===== src/rtl/cmv_frame_capture.sv =====
// Sensor pixel capture: tracks lines/columns, crops a runtime ROI, packs kept pixels
// into wide FIFO words and pads each frame to a whole number of FIFO blocks.
module cmv_frame_capture #(
    parameter int DATA_W          = 10,
    parameter int OUT_BITS        = 8,
    parameter int PACK            = 4,
    parameter int COLS            = 648,
    parameter int PAD_BLOCK_WORDS = 256
) (
    input  logic                     i_clk,
    input  logic                     line_counter_rst,
    input  logic                     i_arm,
    input  logic [9:0]               i_rows,
    input  logic [9:0]               i_roi_row_first,
    input  logic [9:0]               i_roi_row_last,
    input  logic [9:0]               i_roi_col_first,
    input  logic [9:0]               i_roi_col_last,
    input  logic                     i_lval,
    input  logic                     i_dval,
    input  logic [DATA_W-1:0]        i_data,
    input  logic                     i_wr_full,
    output logic                     o_wr_en,
    output logic [OUT_BITS*PACK-1:0] o_wr_data,
    output logic                     o_busy,
    output logic                     o_done,
    output logic [9:0]               o_line_count,
    output logic                     o_err_overflow,
    output logic                     o_err_line
);
    localparam int WORD_W = OUT_BITS * PACK;
    localparam int PCNT_W = $clog2(PACK + 1);

    typedef enum logic [2:0] {
        S_IDLE,
        S_SYNC,
        S_CAPTURE,
        S_FLUSH,
        S_PAD,
        S_DONE
    } state_t;

    state_t              state_q, state_d;
    logic [9:0]          rows_q, rows_d;
    logic [9:0]          roi_rf_q, roi_rf_d, roi_rl_q, roi_rl_d;
    logic [9:0]          roi_cf_q, roi_cf_d, roi_cl_q, roi_cl_d;
    logic                lval_q, lval_d, dval_q, dval_d;
    logic [OUT_BITS-1:0] pix_q, pix_d;
    logic                lval_prev_q, lval_prev_d;
    logic                fall_q, fall_d;
    logic [15:0]         col_q, col_d;
    logic [9:0]          line_cnt_q, line_cnt_d;
    logic [WORD_W-1:0]   pack_q, pack_d;
    logic [PCNT_W-1:0]   pack_cnt_q, pack_cnt_d;
    logic [WORD_W-1:0]   out_data_q, out_data_d;
    logic                wr_en_q, wr_en_d;
    logic [31:0]         word_cnt_q, word_cnt_d;
    logic                err_ovf_q, err_ovf_d;
    logic                err_line_q, err_line_d;

    logic                rise;
    logic                emit;
    logic                keep;
    logic                row_in;
    logic                col_in;
    logic [10:0]         row_cur;
    logic [15:0]         col_cur;
    logic [PCNT_W-1:0]   lane;
    logic [WORD_W-1:0]   pack_base;

    // Only the pixel MSBs are kept; the remaining bits are discarded on purpose.
    logic unused_data_bits;
    assign unused_data_bits = ^i_data;

    always_comb begin
        state_d     = state_q;
        rows_d      = rows_q;
        roi_rf_d    = roi_rf_q;
        roi_rl_d    = roi_rl_q;
        roi_cf_d    = roi_cf_q;
        roi_cl_d    = roi_cl_q;
        lval_d      = i_lval;
        dval_d      = i_dval;
        pix_d       = i_data[DATA_W-1 -: OUT_BITS];
        lval_prev_d = lval_q;
        fall_d      = 1'b0;
        col_d       = col_q;
        line_cnt_d  = line_cnt_q;
        pack_d      = pack_q;
        pack_cnt_d  = pack_cnt_q;
        out_data_d  = out_data_q;
        wr_en_d     = 1'b0;
        word_cnt_d  = word_cnt_q;
        err_ovf_d   = err_ovf_q;
        err_line_d  = err_line_q;

        rise      = lval_q & ~lval_prev_q;
        col_cur   = rise ? 16'd0 : col_q;
        // A line end still in the count pipeline already belongs to the next row.
        row_cur   = {1'b0, line_cnt_q} + {10'd0, fall_q};
        row_in    = (row_cur < {1'b0, rows_q}) &&
                    (row_cur >= {1'b0, roi_rf_q}) && (row_cur <= {1'b0, roi_rl_q});
        col_in    = (col_cur >= {6'd0, roi_cf_q}) && (col_cur <= {6'd0, roi_cl_q});
        keep      = lval_q & dval_q & row_in & col_in;
        emit      = (pack_cnt_q == PCNT_W'(PACK));
        lane      = emit ? '0 : pack_cnt_q;
        pack_base = emit ? '0 : pack_q;

        case (state_q)
            S_IDLE: begin
                if (i_arm) begin
                    rows_d     = i_rows;
                    roi_rf_d   = i_roi_row_first;
                    roi_rl_d   = i_roi_row_last;
                    roi_cf_d   = i_roi_col_first;
                    roi_cl_d   = i_roi_col_last;
                    err_ovf_d  = 1'b0;
                    err_line_d = 1'b0;
                    line_cnt_d = '0;
                    word_cnt_d = '0;
                    pack_d     = '0;
                    pack_cnt_d = '0;
                    state_d    = (i_rows == 10'd0) ? S_FLUSH : S_SYNC;
                end
            end
            S_SYNC: begin
                if (!lval_q) begin
                    state_d = S_CAPTURE;
                end
            end
            S_CAPTURE: begin
                col_d  = col_cur + 16'(lval_q & dval_q);
                fall_d = lval_prev_q & ~lval_q;
                // A full word waits one cycle in the pack register before it leaves.
                pack_d = pack_base;
                for (int k = 0; k < PACK; k++) begin
                    if (keep && (lane == PCNT_W'(k))) begin
                        pack_d[k*OUT_BITS +: OUT_BITS] = pix_q;
                    end
                end
                pack_cnt_d = lane + PCNT_W'(keep);
                if (emit) begin
                    if (i_wr_full) begin
                        err_ovf_d = 1'b1;
                    end else begin
                        wr_en_d    = 1'b1;
                        out_data_d = pack_q;
                        word_cnt_d = word_cnt_q + 32'd1;
                    end
                end
                if (fall_q) begin
                    if (col_q != 16'(COLS)) begin
                        err_line_d = 1'b1;
                    end
                    line_cnt_d = line_cnt_q + 10'd1;
                end
                if (line_cnt_q == rows_q) begin
                    state_d = S_FLUSH;
                end
            end
            S_FLUSH: begin
                if (pack_cnt_q == '0) begin
                    state_d = S_PAD;
                end else if (!i_wr_full) begin
                    wr_en_d    = 1'b1;
                    out_data_d = pack_q;
                    word_cnt_d = word_cnt_q + 32'd1;
                    pack_d     = '0;
                    pack_cnt_d = '0;
                    state_d    = S_PAD;
                end
            end
            S_PAD: begin
                if ((word_cnt_q % 32'(PAD_BLOCK_WORDS)) == 32'd0) begin
                    state_d = S_DONE;
                end else if (!i_wr_full) begin
                    wr_en_d    = 1'b1;
                    out_data_d = '0;
                    word_cnt_d = word_cnt_q + 32'd1;
                end
            end
            S_DONE: begin
                state_d = S_IDLE;
            end
            default: begin
                state_d = S_IDLE;
            end
        endcase
    end

    always_ff @(posedge i_clk or posedge line_counter_rst) begin
        if (line_counter_rst) begin
            state_q     <= S_IDLE;
            rows_q      <= '0;
            roi_rf_q    <= '0;
            roi_rl_q    <= '0;
            roi_cf_q    <= '0;
            roi_cl_q    <= '0;
            lval_q      <= 1'b0;
            dval_q      <= 1'b0;
            pix_q       <= '0;
            lval_prev_q <= 1'b0;
            fall_q      <= 1'b0;
            col_q       <= '0;
            line_cnt_q  <= '0;
            pack_q      <= '0;
            pack_cnt_q  <= '0;
            out_data_q  <= '0;
            wr_en_q     <= 1'b0;
            word_cnt_q  <= '0;
            err_ovf_q   <= 1'b0;
            err_line_q  <= 1'b0;
        end else begin
            state_q     <= state_d;
            rows_q      <= rows_d;
            roi_rf_q    <= roi_rf_d;
            roi_rl_q    <= roi_rl_d;
            roi_cf_q    <= roi_cf_d;
            roi_cl_q    <= roi_cl_d;
            lval_q      <= lval_d;
            dval_q      <= dval_d;
            pix_q       <= pix_d;
            lval_prev_q <= lval_prev_d;
            fall_q      <= fall_d;
            col_q       <= col_d;
            line_cnt_q  <= line_cnt_d;
            pack_q      <= pack_d;
            pack_cnt_q  <= pack_cnt_d;
            out_data_q  <= out_data_d;
            wr_en_q     <= wr_en_d;
            word_cnt_q  <= word_cnt_d;
            err_ovf_q   <= err_ovf_d;
            err_line_q  <= err_line_d;
        end
    end

    assign o_wr_en        = wr_en_q;
    assign o_wr_data      = out_data_q;
    assign o_busy         = (state_q != S_IDLE);
    assign o_done         = (state_q == S_DONE);
    assign o_line_count   = line_cnt_q;
    assign o_err_overflow = err_ovf_q;
    assign o_err_line     = err_line_q;

endmodule

===== config.mk =====
export PLATFORM = sky130hd
export DESIGN_NAME = cmv_frame_capture
export DESIGN_NICKNAME = d
export VERILOG_FILES = /design/src/rtl/cmv_frame_capture.sv
export SDC_FILE = /design/constraint.sdc
export NUM_CORES = 1
export LEC_CHECK = 0
export ABC_AREA = 1
export CORE_MARGIN = 5
export CORE_UTILIZATION = 56
export DETAILED_ROUTE_END_ITERATION = 6
export PLACE_DENSITY = 0.87
export SYNTH_ARGS = -nofsm -noshare
export SYNTH_HDL_FRONTEND = slang
export SYNTH_SLANG_ARGS = --single-unit

===== constraint.sdc =====
create_clock -name i_clk -period 6.85 [get_ports i_clk]
set_clock_uncertainty 0.1 [all_clocks]
set_input_delay 0.685 -clock i_clk [delete_from_list [all_inputs] [get_ports i_clk]]
set_output_delay 0.685 -clock i_clk [all_outputs]
set_load 0.005 [all_outputs]

==> impl_metrics.tcl, run 1 <==
set metrics [dict create \
    status "complete, no violations" \
    fmax_mhz 266 \
    yosys.area.top_type_share 0.474 \
    insertion_delay_ns 0.43 \
    finalWirelength_um 20700 \
    slowest_stage "dfrtp_1" \
    seq_area_frac_synth 0.474 \
    die-area_um2 18500 \
    power_frac_clock 0.283 \
    die_width_um 136 \
    rows 46 \
    pin_count 113 \
    drtIter0Drc 600 \
    coreArea_um2 15800 \
    min_path_type "register to register" \
    final_util 0.682 \
    grt_max_degree 103 \
    dp_hpwl_um 14400 \
    power.density_nw_per_um2 328 \
    power.leakage_nw 5.55 \
    worst_pin_slew_ns 1.01 \
    cts_resized 0 \
    synth_flop_cell "dfrtp_1" \
    synth_area_um2 8910 \
    root_buffer "clkbuf_16" \
    cp-start-kind "register" \
    cp_cell_sequence "ha_1 -> nand3_1 -> nor2_1 -> nand3_1 -> nand3b_1 -> xor2_1 -> inv_1 -> ha_1 -> nand2_1 -> nor2_1 -> nand2_1 -> nor2_1 -> nor2_1 -> nand2_1 -> nand3_1 -> nor2_2 -> nand3_1 -> inv_1 -> ha_1 -> ha_1 -> xnor2_1 -> o21ai_0" \
    swShare 0.384 \
    globalRouteTotalUtil 0.235 \
    worst_hold_slack_ns 0.374 \
    synth_top_family_by_area "simple AND/OR/NAND/NOR gates" \
    fin_ws_ns 3.09 \
    cts_inserted_buffers 17 \
    overflow 0 \
    vias_per_cell 5.25 \
    drtPass1Iterations 5 \
    fin_crit_sh 0.549 \
    power_switching_w 0.00136 \
    slew_violations 0 \
    ctsHoldBuffers 0 \
    ys_warn_count 0 \
    synth_edf_count 0 \
    cts_setup_buffers 0 \
    fin_crit_ns 3.76 \
    nNetsFinal 1342 \
    synthCells 1116 \
    postRouteAntennaNets 0 \
    gp_congestion 0.892 \
    numPortBuffers 110 \
    max_slew_margin 0.319 \
    antenna_found_initial 0 \
    cp_data_arrival_time_ns 3.95 \
    synth.mux.area_fraction 0 \
    syn_avg_cell_area_um2 7.99 \
    clk_path_buf_depth 2 \
    cp_num_buf_inv 2 \
    yosysTopAreaCell "dfrtp_1" \
    endpoint_kind "register" \
    route.detailed.drc 0 \
    synth_fa_ha_area_frac 0.0814 \
    syn2layout_area_growth_pct 20.6 \
    combinationalPowerShare 0.354 \
    antennaDiodeCount 0 \
    final-hold-violation-count 0 \
    cts_sinks 169 \
    setup_viol 0 \
    clk_pin_slew_ns 0.06 \
    syn_nets 1240 \
    critical_path_required_ns 7.03 \
    async_flop_share 1.00 \
    yosys-top-cells-area "dfrtp_1, nand2_1, ha_1" \
    drt-wirelength-per-cell_um 14.3 \
    ir_worst_vdd_mv 0.223 \
    timing.setup.tns_ns 0 \
    place_ws_ns 3.22 \
    p_int_w 0.00217 \
    grt_pass1_wl_um 34700 \
    die_h_um 136 \
    crit_fanout 6 \
    synth_xor_area_frac 0.0246 \
    ys_ff_latch 169 \
    htreeDepth 4 \
    synthSimpleGateAreaFrac 0.267 \
    synth.distinct_cells 39 \
    drive_gt1_frac 0.0520 \
    initial_core_util 0.565 \
    rsz0062_at_grt "no" \
    seqPwrFrac 0.363 \
    grt_pass1_vias 7417 \
    drv_cap 0 \
    cts_tree "done" \
    path_class "register to register" \
    cpLargestDelayFamily "simple AND/OR/NAND/NOR gates" \
    synth_compound_area_frac 0.0688 \
    vias 7586 \
    cp_slowest_stage_delay_ns 0.44 \
]
## cell usage after synthesis (2+ instances only)
master,n
nand2_1,370
buf_6,7
buf_4,2
a21oi_1,32
clkbuf_1,15
o31ai_1,4
a211oi_1,3
xor2_1,19
nand2_2,6
buf_2,3
or2_2,3
dfrtp_1,169
nor2_1,86
inv_1,139
inv_2,6
a21o_1,2
nand3b_1,4
clkinv_1,5
xnor2_1,6
nor3_1,15
nor2_4,3
o21ai_0,63
nand3_1,61
nor2_2,4
ha_1,58
nor4_1,7
nand4_1,10
buf_1,3
## per-layer routing
metal / part of all wire / GRT usage / up-vias / wire (um)
met5: 0 / 0 / - / 0
met1: 0.41 / 0.300 / 3550 / 8580
li1: - / - / 3709 / -
met4: 0.022 / 0.0862 / 0 / 456
met3: 0.066 / 0.0477 / 54 / 1370
met2: 0.50 / 0.397 / 273 / 10300
## sequential cells by signal, indices dropped and copies added (netlist names), 10 cells and up
name / count
col_q: 16
roi_rl_q: 10
roi_cl_q: 10
roi_cf_q: 10
pack_q: 32
rows_q: 10
o_wr_data: 32
o_line_count: 10
roi_rf_q: 10
## logic make-up (layout without fill, tap and decap cells)
| logic type | Yosys count | in the layout |
|---|---|---|
| AO/OA/AOI/OAI | 111 | 111 |
| buffers and inverters | 181 | 295 |
| XOR/XNOR | 25 | 25 |
| flip-flops | 169 | 169 |
| adder cells (fa/ha/maj) | 58 | 58 |
| AND/OR/NAND/NOR | 572 | 572 |
## layout make-up
cell class	instances	area, um2
fillers	1262	5020
flip-flops and latches	169	4230
multi-input cells	766	3950
repair buffers	113	1120
inverters	151	574
clock buffers	18	439
well taps	216	270
clock inverters	13	169
## worst register-to-register path, delay by kind of cell (launching register included)
kind | cells | cell delay, ns
AOI/OAI and AO/OA | 1 | 0.10
xor gates and xnor gates | 2 | 0.29
adders and majority gates | 4 | 0.82
buffers and inverters | 2 | 0.20
DFF | 1 | 0.44
and+or+nand+nor | 13 | 1.69
## cells in the final DEF (no fill, tap or decap), types with 5 or more instances in the layout
cell / Yosys / layout
nor3_1: 15 / 15
clkinv_1: 5 / 5
o21ai_0: 63 / 63
nand3_1: 61 / 61
nor2_1: 86 / 85
ha_1: 58 / 58
nand4_1: 10 / 10
inv_2: 6 / 6
xnor2_1: 6 / 6
nor4_1: 7 / 7
inv_1: 139 / 138
clkdlybuf4s50_1: 0 / 110
inv_6: 0 / 5
clkbuf_16: 0 / 17
xor2_1: 19 / 19
nand2_2: 6 / 6
nand2_1: 370 / 370
dfrtp_1: 169 / 169
a21oi_1: 32 / 32
## power groups by stage
stage                     clock [W]  combinational (W)  sequential [W]
after floorplan                   0           0.000929         0.00127
after global placement            0            0.00119         0.00129
after global routing        0.00105            0.00142         0.00130
final                      0.000997            0.00125         0.00128
after detailed placement          0            0.00123         0.00130
after CTS                   0.00100            0.00125         0.00128
## worst paths after layout
kind / from / to / slack (ns) / cells past startpoint
max reg2reg: o_line_count[0]$_DFFE_PP0P_ / pack_cnt_q[2]$_DFFE_PP0P_ / 3.09 / 22
min reg2reg: pack_q[2]$_DFFE_PP0P_ / pack_q[2]$_DFFE_PP0P_ / 0.37 / 2
max in group asynchronous: line_counter_rst / o_wr_data[10]$_DFFE_PP0P_ / 4.44 / 3
max: o_line_count[0]$_DFFE_PP0P_ / pack_cnt_q[2]$_DFFE_PP0P_ / 3.09 / 22
min: pack_q[2]$_DFFE_PP0P_ / pack_q[2]$_DFFE_PP0P_ / 0.37 / 2
min in group asynchronous: line_counter_rst / roi_rf_q[4]$_DFFE_PP0P_ / 0.70 / 2
## per-stage QoR
step	std cells	power (W)	cell area, um2
2_1_floorplan	1116	0.00220	8910
3_3_place_gp	1415	0.00248	10100
3_5_place_dp	1415	0.00252	10100
4_1_cts	1446	0.00353	10800
5_1_grt	1446	0.00377	10800
6_report	1446	0.00353	10800
No activity file was read; power rests on OpenSTA's default activity.
==> run 2: changes to the inputs <==
Clock period 6.85 ns to 3.6 ns, I/O delays scaled along.
==> impl_metrics.tcl, run 2 (synthesis gave the netlist of run 1 again) <==
set metrics [dict create \
    finalWirelength_um 20700 \
    clk_pin_slew_ns 0.07 \
    holdPathEnd "dval_q$_DFF_PP0_" \
    path_class "register to register" \
    gp_congestion 0.911 \
    syn2layout_area_growth_pct 21.2 \
    route.detailed.drc 0 \
    mostFrequentLayoutCells "nand2_1, dfrtp_1, inv_1" \
    slew_violations 0 \
    cp_slowest_stage_delay_ns 0.39 \
    fin_crit_sh 0.938 \
    die_width_um 136 \
    cp_num_buf_inv 3 \
    root_buffer "clkbuf_16" \
    dp_hpwl_um 14700 \
    power.density_nw_per_um2 613 \
    setup_viol 0 \
    drv_cap 0 \
    insertion_delay_ns 0.44 \
    power.leakage_nw 5.57 \
    worst_hold_slack_ns 0.258 \
    ff2ff_setup_slack_ns 0.22 \
    grt_max_degree 83 \
    seqCellArea_um2 4230 \
    cts_tree "done" \
    drt-wirelength-per-cell_um 14.2 \
    place_ws_ns 0.175 \
    initial_core_util 0.565 \
    antennaDiodeCount 0 \
    vias_per_cell 5.21 \
    worst_pin_slew_ns 0.915 \
    postPlaceCellArea_um2 10200 \
    cp-start-kind "register" \
    min_path_type "primary input to register" \
    reg2reg_from "o_line_count[0]$_DFFE_PP0P_" \
    die_h_um 136 \
    status "complete, no violations" \
    htreeDepth 4 \
    cpLargestDelayFamily "adder cells" \
    fin_crit_ns 3.38 \
    hold_start "i_dval" \
    coreArea_um2 15800 \
    drive_gt1_frac 0.0613 \
    final_common_cell "nand2_1" \
    cts_sinks 169 \
    drtIter0Drc 755 \
    drtPass1Iterations 6 \
    ir_worst_vdd_mv 0.421 \
    grt_pass1_vias 7236 \
    clk_path_buf_depth 2 \
    numPortBuffers 110 \
    rows 46 \
    vias 7582 \
    fmax_mhz 296 \
    nNetsFinal 1350 \
    grt_pass1_wl_um 34200 \
    max_slew_margin 0.384 \
    multi_input_area_um2 3970 \
    cts_inserted_buffers 17 \
    rr_endpoint "pack_cnt_q[1]$_DFFE_PP0P_" \
    overflow 0 \
    globalRouteTotalUtil 0.231 \
    postRouteAntennaNets 0 \
    critical_path_required_ns 3.81 \
    whs_path_depth 1 \
    p_total_w 0.00662 \
    endpoint_kind "register" \
    cp_cell_sequence "ha_1 -> ha_1 -> nand3_2 -> inv_1 -> nand2_1 -> xor2_1 -> ha_1 -> nand2_1 -> inv_1 -> a21oi_1 -> nand2_1 -> nor2_1 -> nand2_1 -> nand3_1 -> nor2_4 -> nand3_1 -> inv_1 -> ha_1 -> ha_1 -> nand2_1 -> o21ai_0" \
    antenna_found_initial 0 \
    fin_ws_ns 0.225 \
    fillCellCount 1235 \
    slowest_stage "dfrtp_1" \
    ctsHoldBuffers 0 \
    crit_fanout 3 \
    cp_data_arrival_time_ns 3.58 \
    final-hold-violation-count 0 \
    rr_worst_depth 21 \
    timing.setup.tns_ns 0 \
    die-area_um2 18500 \
    pin_count 113 \
    final_area_um2 10800 \
]
-- run 2: what timing repair did --
action / CTS / global route
hold endpoints to repair: 0 / 0
endpoints found under the setup margin: 0 / 29
resized for setup: 0 / 6
setup buffers: 0 / 1
-- run 2: per-layer routing --
layer  up-vias  part of all wire  GRT usage  routed length, um
met5         -                 0          0                  0
met4         0             0.017     0.0857                357
met3        28             0.051     0.0392               1060
met2       213              0.50      0.382              10300
met1      3608              0.43      0.306               8960
li1       3733                 -          -                  -
-- run 2: where the power goes --
part           leakage (nW)  internal, W  switching, W
Combinational          3.07     0.000795       0.00164
Clock                 0.265     0.000913      0.000843
Sequential             2.24      0.00225      0.000185
Total                  5.57      0.00396       0.00266
-- run 2: worst max-delay path by stage --
stage | from | end | slack (ns) | depth (start not counted)
after floorplan | o_line_count[0]$_DFFE_PP0P_ | pack_cnt_q[1]$_DFFE_PP0P_ | 0.53 | 22
after global placement | o_line_count[0]$_DFFE_PP0P_ | pack_cnt_q[1]$_DFFE_PP0P_ | 0.32 | 22
after detailed placement | o_line_count[1]$_DFFE_PP0P_ | pack_cnt_q[1]$_DFFE_PP0P_ | 0.18 | 21
after CTS | o_line_count[0]$_DFFE_PP0P_ | pack_cnt_q[1]$_DFFE_PP0P_ | 0.15 | 22
after global routing | o_line_count[0]$_DFFE_PP0P_ | pack_cnt_q[1]$_DFFE_PP0P_ | -0.03 | 21
final | o_line_count[0]$_DFFE_PP0P_ | pack_cnt_q[1]$_DFFE_PP0P_ | 0.22 | 21
-- run 2: metrics by stage --
stage,std cells,util
5_1_grt,1455,0.685
4_1_cts,1454,0.683
3_5_place_dp,1422,0.648
3_3_place_gp,1422,0.648
6_report,1455,0.685
2_1_floorplan,1116,-
-- run 2: final cells by class --
class,count,share of cell area
clock inverter,14,0.0117
tap,216,0.0250
inverter,151,0.0530
clock buffer,18,0.0397
sequential,169,0.391
multi-input combinational,766,0.367
timing repair buffer,121,0.112
